**src/rtl/muldiv_unit_pkg.sv**
```systemverilog
// Types shared by the iterative multiply/divide unit and its users.
package muldiv_unit_pkg;

    typedef enum logic [1:0] {
        MduOp_MULT  = 2'd0,
        MduOp_MULTU = 2'd1,
        MduOp_DIV   = 2'd2,
        MduOp_DIVU  = 2'd3
    } MduOp;

    typedef enum logic [1:0] {
        IDLE = 2'd0,
        RUN  = 2'd1,
        FIX  = 2'd2,
        DONE = 2'd3
    } MduState;

    function automatic logic op_is_div(input MduOp op);
        return (op == MduOp_DIV) || (op == MduOp_DIVU);
    endfunction

    function automatic logic op_is_signed(input MduOp op);
        return (op == MduOp_MULT) || (op == MduOp_DIV);
    endfunction

endpackage

```
**src/rtl/muldiv_unit.sv**
```systemverilog
// Iterative MULT/MULTU/DIV/DIVU unit producing a HI/LO pair.
// One shift-add / restoring shift-subtract step per cycle on a shared
// 2*DATA_WIDTH accumulator, followed by a sign-fix cycle.
// Build option MULDIV_MULT_EN: when defined the multiply datapath is present;
// when undefined MULT/MULTU are rejected with o_unsupported.
module muldiv_unit
    import muldiv_unit_pkg::*;
#(
    parameter int DATA_WIDTH = 32
) (
    input  logic                  i_clock,
    input  logic                  i_reset,
    input  logic                  i_start,
    input  MduOp                  i_op,
    input  logic [DATA_WIDTH-1:0] i_a,
    input  logic [DATA_WIDTH-1:0] i_b,
    output logic                  o_busy,
    output logic                  o_done,
    output logic [DATA_WIDTH-1:0] o_hi,
    output logic [DATA_WIDTH-1:0] o_lo,
    output logic                  o_divzero,
    output logic                  o_unsupported
);
    localparam int W  = DATA_WIDTH;
    localparam int CW = $clog2(DATA_WIDTH);

    MduState        r_state, w_next;
    logic           r_div, r_neg_q, r_neg_r, r_divzero, r_unsup;
    logic [W-1:0]   r_b, r_hi, r_lo;
    logic [2*W-1:0] r_acc;
    logic [CW-1:0]  r_cnt;

    logic           w_start_div, w_start_sgn, w_dz, w_reject;
    logic [W-1:0]   w_a_abs, w_b_abs, w_fix_hi, w_fix_lo;
    logic [W:0]     w_add_a, w_sum;
    logic [2*W-1:0] w_step;

    assign w_start_div = op_is_div(i_op);
    assign w_start_sgn = op_is_signed(i_op);
    assign w_dz        = w_start_div && (i_b == '0);
`ifdef MULDIV_MULT_EN
    assign w_reject    = 1'b0;
`else
    assign w_reject    = !w_start_div;
`endif
    // Magnitudes feed the unsigned core; signs are re-applied in FIX.
    assign w_a_abs = (w_start_sgn && i_a[W-1]) ? -i_a : i_a;
    assign w_b_abs = (w_start_sgn && i_b[W-1]) ? -i_b : i_b;

    // Shared W+1-bit adder: divide compares the shifted remainder (including
    // the bit shifted out of the top) against the divisor; multiply adds the
    // multiplicand into the upper half with carry.
`ifdef MULDIV_MULT_EN
    assign w_add_a = r_div ? r_acc[2*W-1:W-1] : {1'b0, r_acc[2*W-1:W]};
    assign w_sum   = r_div ? (w_add_a - {1'b0, r_b}) : (w_add_a + {1'b0, r_b});
`else
    assign w_add_a = r_acc[2*W-1:W-1];
    assign w_sum   = w_add_a - {1'b0, r_b};
`endif

    // One iteration of the shared shift register.
    always_comb begin
        w_step = {r_acc[2*W-2:0], 1'b0};
        if (r_div) begin
            if (!w_sum[W]) w_step = {w_sum[W-1:0], r_acc[W-2:0], 1'b1};
        end
`ifdef MULDIV_MULT_EN
        else if (r_acc[0]) w_step = {w_sum, r_acc[W-1:1]};
        else               w_step = {1'b0, r_acc[2*W-1:1]};
`endif
    end

    // Sign correction: quotient/remainder independently, product as a whole.
    always_comb begin
        w_fix_hi = r_neg_r ? -r_acc[2*W-1:W] : r_acc[2*W-1:W];
        w_fix_lo = r_neg_q ? -r_acc[W-1:0]   : r_acc[W-1:0];
`ifdef MULDIV_MULT_EN
        if (!r_div && r_neg_q) {w_fix_hi, w_fix_lo} = -r_acc;
`endif
    end

    // State register.
    always_ff @(posedge i_clock) begin
        if (!i_reset) r_state <= IDLE;
        else          r_state <= w_next;
    end

    // Next-state logic; divide-by-zero and rejected ops bypass RUN/FIX.
    always_comb begin
        w_next = r_state;
        case (r_state)
            IDLE, DONE: begin
                w_next = IDLE;
                if (i_start) w_next = (w_dz || w_reject) ? DONE : RUN;
            end
            RUN:     if (r_cnt == CW'(W-1)) w_next = FIX;
            FIX:     w_next = DONE;
            default: w_next = IDLE;
        endcase
    end

    // Datapath: latch on accept, iterate in RUN, publish HI/LO entering DONE.
    always_ff @(posedge i_clock) begin
        if (!i_reset) begin
            r_div     <= 1'b0;
            r_neg_q   <= 1'b0;
            r_neg_r   <= 1'b0;
            r_b       <= '0;
            r_acc     <= '0;
            r_cnt     <= '0;
            r_hi      <= '0;
            r_lo      <= '0;
            r_divzero <= 1'b0;
            r_unsup   <= 1'b0;
        end else begin
            case (r_state)
                IDLE, DONE: if (i_start) begin
                    r_div   <= w_start_div;
                    r_neg_q <= w_start_sgn && (i_a[W-1] ^ i_b[W-1]);
                    r_neg_r <= w_start_sgn && w_start_div && i_a[W-1];
                    r_b     <= w_b_abs;
                    r_acc   <= {{W{1'b0}}, w_a_abs};
                    r_cnt   <= '0;
                    if (w_reject) begin
                        r_unsup   <= 1'b1;
                        r_divzero <= 1'b0;
                    end else if (w_dz) begin
                        r_hi      <= i_a;
                        r_lo      <= '1;
                        r_divzero <= 1'b1;
                        r_unsup   <= 1'b0;
                    end
                end
                RUN: begin
                    r_acc <= w_step;
                    r_cnt <= r_cnt + CW'(1);
                end
                FIX: begin
                    r_hi      <= w_fix_hi;
                    r_lo      <= w_fix_lo;
                    r_divzero <= 1'b0;
                    r_unsup   <= 1'b0;
                end
                default: ;
            endcase
        end
    end

    assign o_busy    = (r_state == RUN) || (r_state == FIX);
    assign o_done    = (r_state == DONE);
    assign o_hi      = r_hi;
    assign o_lo      = r_lo;
    assign o_divzero = r_divzero;
`ifdef MULDIV_MULT_EN
    assign o_unsupported = 1'b0;
    logic w_unused_unsup;
    assign w_unused_unsup = r_unsup;
`else
    assign o_unsupported = r_unsup;
`endif

endmodule

```
**config.mk**
```make
export PLATFORM = sky130hd
export DESIGN_NAME = muldiv_unit
export DESIGN_NICKNAME = d
export VERILOG_FILES = /design/src/rtl/muldiv_unit_pkg.sv /design/src/rtl/muldiv_unit.sv
export SDC_FILE = /design/constraint.sdc
export NUM_CORES = 1
export LEC_CHECK = 0
export BUFFER_PORTS_ARGS = -buffer_cell sky130_fd_sc_hd__buf_4
export CAP_MARGIN = 20
export CELL_PAD_IN_SITES_DETAIL_PLACEMENT = 1
export CELL_PAD_IN_SITES_GLOBAL_PLACEMENT = 1
export CORE_UTILIZATION = 47
export CTS_CLUSTER_SIZE = 28
export DETAILED_ROUTE_END_ITERATION = 12
export GPL_ROUTABILITY_DRIVEN = 0
export PLACE_DENSITY = 0.89
export SETUP_SLACK_MARGIN = 0.2
export SYNTH_ARGS = -nofsm -noshare
export SYNTH_HDL_FRONTEND = slang
export SYNTH_SLANG_ARGS = --single-unit
```
**constraint.sdc**
```tcl
create_clock -name i_clock -period 6.6 [get_ports i_clock]
set_input_delay 0.99 -clock i_clock [delete_from_list [all_inputs] [get_ports i_clock]]
set_output_delay 0.99 -clock i_clock [all_outputs]
set_load 0.005 [all_outputs]
```
==> out/qor.log <==
[synthesis] primary flip-flop cell chosen by synthesis mapping sky130_fd_sc_hd__dfxtp_1
[clocking] clock latency on the worst-skew pair 0.45 ns
[clocking] H-tree Lvls 4
[placement] # port buffers 136
[placement] Inst Count DP 1847
[power_and_ir_drop] P_leak 5.61 nW
[clocking] clock tree root buffer cell sky130_fd_sc_hd__clkbuf_16
[route] count of TritonRoute iterations in the first routing pass 5
[synthesis] number of flops mapped to enable cells by yosys 0
[synthesis] mean post-synth cell area 7.75 um^2
[clocking] clk sinks 172
[synthesis] distinct cell type count after synthesis 63
[global_route] overall global routing resource usage 29.2%
[timing] final setup fails 0
[synthesis] synthesized cell area 11400 um^2
[route] Detailed Route Iter0 Violations 686
[route] overall via count from detail_route 11100
[power_and_ir_drop] Peak supply drop 0.163 mV
[hold_path] worst min-delay path endpoint o_hi[29]
[setup_path] r2r endpoint r_acc[53]
[placement] Placed Area 12500 um^2
[finish] post-layout net count 1659
[synthesis] post-synthesis register bit count 172
[synthesis] Async S/R FF share, synth 0%
[clocking] # hold bufs at CTS 0
[floorplan] chip height 158 um
[global_route] number of global-route vias before repair 11300
[route] vias per cell 5.88
[timing] period utilization 67.8%
[timing] slew at the pin closest to its max-slew limit 1.10 ns
[setup_path] required time at the worst-slack endpoint 6.89 ns
[power_and_ir_drop] PD cells 350 nW/um^2
[global_route] largest net degree at the start of global routing 97
[hold_path] Min-Delay Startpoint o_hi[29]
[clocking] total CTS buffers 17
[finish] finished layout cell area 13200 um^2
[timing] count of endpoints failing hold in the final timing report 0
[synthesis] Synth Warn # 0
[timing] Worst Skew 0.00951 ns
[setup_path] Max FO, Critical Path 23
[setup_path] critical path startpoint category flop
[clocking] setup fix buffers added after clock tree synthesis 0
[setup_path] cell-by-cell trace of the critical path ha_1 > a21oi_1 > o21ai_0 > a31oi_1 > nor2b_1 > a2111oi_0 > and2_1 > mux2i_4 > buf_4 > mux2i_1 > o21ai_0
[finish] number of non-filler instances in the completed layout 1880
[setup_path] Register-to-Register Path Depth 11
[timing] post-route setup TNS 0 ns
[floorplan] die area 24900 um^2
[setup_path] Critical Path AT 4.76 ns
[floorplan] number of standard-cell rows in the floorplan 56
[global_route] initial antenna violation count 0
[setup_path] type of the worst setup path flop to flop
[setup_path] Crit-path slowest cell sky130_fd_sc_hd__a2111oi_0
[finish] fraction of layout cells with a size suffix above 1 12.7%
[clocking] CTS-repair resized insts 0
[setup_path] worst stage delay on the critical path 0.96 ns
[timing] Relative slew margins 24.6%
[setup_path] r2r setup slk 2.13 ns
[global_route] first-pass GRT wire length 57600 um
[synthesis] net count after synthesis 1584
[setup_path] Crit path top cell by count sky130_fd_sc_hd__o21ai_0
[route] total routed wirelength 35400 um
[timing] final count of pins violating max slew 0
[global_route] grt ovf 0
[setup_path] startpoint of the lowest-slack register-to-register path r_acc[50]
[route] DRC Markers 0
[placement] estimated wirelength of the detail-placed design 25300 um
[timing] highest clock frequency the design can meet 224 MHz
[synthesis] Post-Synthesis Cells 1473
[setup_path] crit path capture type flop
[floorplan] initial core utilization 48.3%
[floorplan] number of top-level design ports 137
[route] remaining number of nets flagged by the antenna check after routing 0
[flow_run] Maximum Capacitance Violations 0
[timing] setup repair after global routing missed its margin no
[finish] Area growth, synth to finish 15.3%
[synthesis] Seq/Total Area, Yosys 30.2%
[timing] WHS 0.470 ns
[floorplan] width of the die 158 um
[clocking] TritonCTS clock tree built
[hold_path] hold-critical path depth 2
[timing] final critical delay including setup and external delays 4.47 ns
[hold_path] worst hold path type flop to flop
[clocking] CTS Buffer Depth 2
[clocking] Clock transition at path regs 0.07 ns
[route] final routed wire length divided by cell count 18.8 um
[floorplan] CORE AREA 23600 um^2
[run_status] status completed
[finish] number of inserted diodes 0
==> synthesized netlist by cell type, types with 3 or more instances <==
cell type / number / area share, %
sky130_fd_sc_hd__a211oi_2: 3 / 0.33
sky130_fd_sc_hd__a21boi_0: 52 / 3.4
sky130_fd_sc_hd__a21o_1: 11 / 0.72
sky130_fd_sc_hd__a21oi_1: 68 / 3.0
sky130_fd_sc_hd__a22o_1: 3 / 0.23
sky130_fd_sc_hd__a22oi_1: 5 / 0.33
sky130_fd_sc_hd__a2bb2oi_1: 6 / 0.46
sky130_fd_sc_hd__a31oi_1: 24 / 1.3
sky130_fd_sc_hd__and2_1: 10 / 0.55
sky130_fd_sc_hd__and3_1: 7 / 0.38
sky130_fd_sc_hd__and3b_1: 3 / 0.23
sky130_fd_sc_hd__buf_1: 9 / 0.30
sky130_fd_sc_hd__buf_2: 8 / 0.35
sky130_fd_sc_hd__buf_4: 3 / 0.20
sky130_fd_sc_hd__buf_6: 4 / 0.39
sky130_fd_sc_hd__clkbuf_1: 66 / 2.2
sky130_fd_sc_hd__dfxtp_1: 172 / 30
sky130_fd_sc_hd__ha_1: 41 / 4.5
sky130_fd_sc_hd__inv_1: 55 / 1.8
sky130_fd_sc_hd__mux2i_1: 32 / 2.8
sky130_fd_sc_hd__nand2_1: 251 / 8.3
sky130_fd_sc_hd__nand2b_1: 17 / 0.93
sky130_fd_sc_hd__nand3_1: 49 / 2.1
sky130_fd_sc_hd__nand4_1: 5 / 0.27
sky130_fd_sc_hd__nor2_1: 51 / 1.7
sky130_fd_sc_hd__nor2b_1: 17 / 0.93
sky130_fd_sc_hd__nor3_1: 29 / 1.3
sky130_fd_sc_hd__nor3b_1: 3 / 0.20
sky130_fd_sc_hd__nor4_1: 5 / 0.27
sky130_fd_sc_hd__o2111ai_1: 8 / 0.61
sky130_fd_sc_hd__o211a_1: 47 / 4.1
sky130_fd_sc_hd__o211ai_1: 25 / 1.6
sky130_fd_sc_hd__o21a_1: 5 / 0.33
sky130_fd_sc_hd__o21ai_0: 135 / 5.9
sky130_fd_sc_hd__o21ai_1: 12 / 0.53
sky130_fd_sc_hd__o31ai_1: 16 / 1.1
sky130_fd_sc_hd__o41ai_1: 12 / 0.92
sky130_fd_sc_hd__or3_1: 15 / 0.82
sky130_fd_sc_hd__or4_1: 13 / 0.86
sky130_fd_sc_hd__or4_4: 4 / 0.39
sky130_fd_sc_hd__xnor2_1: 63 / 4.8
sky130_fd_sc_hd__xor2_1: 81 / 6.2
==> kinds of logic (layout without fill, tap and decap cells) <==
kind of cell | Yosys count | after routing | share of synthesized area (%)
buffers and inverters | 145 | 233 | 5.22
AO/OA/AOI/OAI | 447 | 447 | 26.0
adder cells (fa/ha/maj) | 42 | 42 | 4.67
AND/OR/NAND/NOR | 490 | 490 | 20.0
XOR/XNOR | 144 | 144 | 11.1
flip-flops | 172 | 172 | 30.2
multiplexers | 33 | 33 | 2.91
==> worst max-delay path by stage <==
| stage | start | to | slack, ns | cells after the start |
|---|---|---|---|---|
| floorplan | i_b[1] | o_hi[17] | 3.02 | 12 |
| global placement | i_b[1] | o_lo[1] | 2.07 | 12 |
| detailed placement | i_b[0] | o_lo[1] | 1.91 | 12 |
| CTS | r_acc[50] | r_acc[53] | 2.17 | 11 |
| global route | r_acc[50] | r_acc[56] | 1.89 | 11 |
| finish | r_acc[50] | r_acc[53] | 2.13 | 11 |
==> layout by cell type (no fill, tap or decap), types with 13 or more instances in the layout <==
cell                        instances
sky130_fd_sc_hd__xor2_1            81
sky130_fd_sc_hd__o31ai_1           16
sky130_fd_sc_hd__nor2_1            51
sky130_fd_sc_hd__o211a_1           47
sky130_fd_sc_hd__buf_4            145
sky130_fd_sc_hd__a21boi_0          52
sky130_fd_sc_hd__nor2b_1           17
sky130_fd_sc_hd__o211ai_1          25
sky130_fd_sc_hd__a21oi_1           67
sky130_fd_sc_hd__nor3_1            29
sky130_fd_sc_hd__nand2b_1          17
sky130_fd_sc_hd__inv_1             55
sky130_fd_sc_hd__xnor2_1           63
sky130_fd_sc_hd__o21ai_0          135
sky130_fd_sc_hd__ha_1              39
sky130_fd_sc_hd__dfxtp_1          172
sky130_fd_sc_hd__or4_1             13
sky130_fd_sc_hd__nand2_1          251
sky130_fd_sc_hd__or3_1             15
sky130_fd_sc_hd__mux2i_1           31
sky130_fd_sc_hd__clkbuf_16         17
sky130_fd_sc_hd__a31oi_1           24
sky130_fd_sc_hd__nand3_1           49
==> area by class of cell <==
type / instances / area (um^2)
multi-input combinational: 1156 / 7410
sequential: 172 / 3440
clock inverter: 14 / 158
timing repair buffer: 146 / 1100
tap: 319 / 399
inverter: 55 / 206
fill: 2962 / 10500
clock buffer: 18 / 439
==> where the power goes <==
part / total, W / internal, W / switching [W]
sequential: 0.00154 / 0.00130 / 0.000245
clock: 0.00105 / 0.000575 / 0.000474
combinational: 0.00201 / 0.000796 / 0.00121
total: 0.00460 / 0.00267 / 0.00193
==> state kept, by name, summed over array words and instances, names as in the netlist <==
signal	flops
r_neg_r	1
r_cnt	5
o_unsupported	1
r_div	1
o_divzero	1
r_b	32
r_neg_q	1
o_hi	32
o_lo	32
r_state	2
r_acc	64
==> per-layer routing <==
layer,GRT usage (%),share of wire (%),vias to the layer above
met4,11.0,2.8,0
met1,34.6,43,5341
met2,52.6,50,292
met5,0,0,-
met3,4.41,4.2,72
li1,-,-,5353
==> stage by stage <==
step	total power, W	setup WS [ns]	util [%]
after floorplan	0.00286	3.02	-
after global placement	0.00342	2.07	53.1
after detailed placement	0.00353	1.91	53.1
after CTS	0.00459	2.17	55.7
after global routing	0.00492	1.89	55.7
final	0.00460	2.13	55.7
==> critical path: cells and delay by family, from the launching register on <==
kind | cells | cell delay (ns)
muxes | 2 | 0.83
AOI/OAI and AO/OA | 5 | 1.71
buffers and inverters | 1 | 0.45
and+or+nand+nor | 2 | 0.48
DFF | 1 | 0.49
adders and majority gates | 1 | 0.35
No activity file was read; power rests on OpenSTA's default activity.
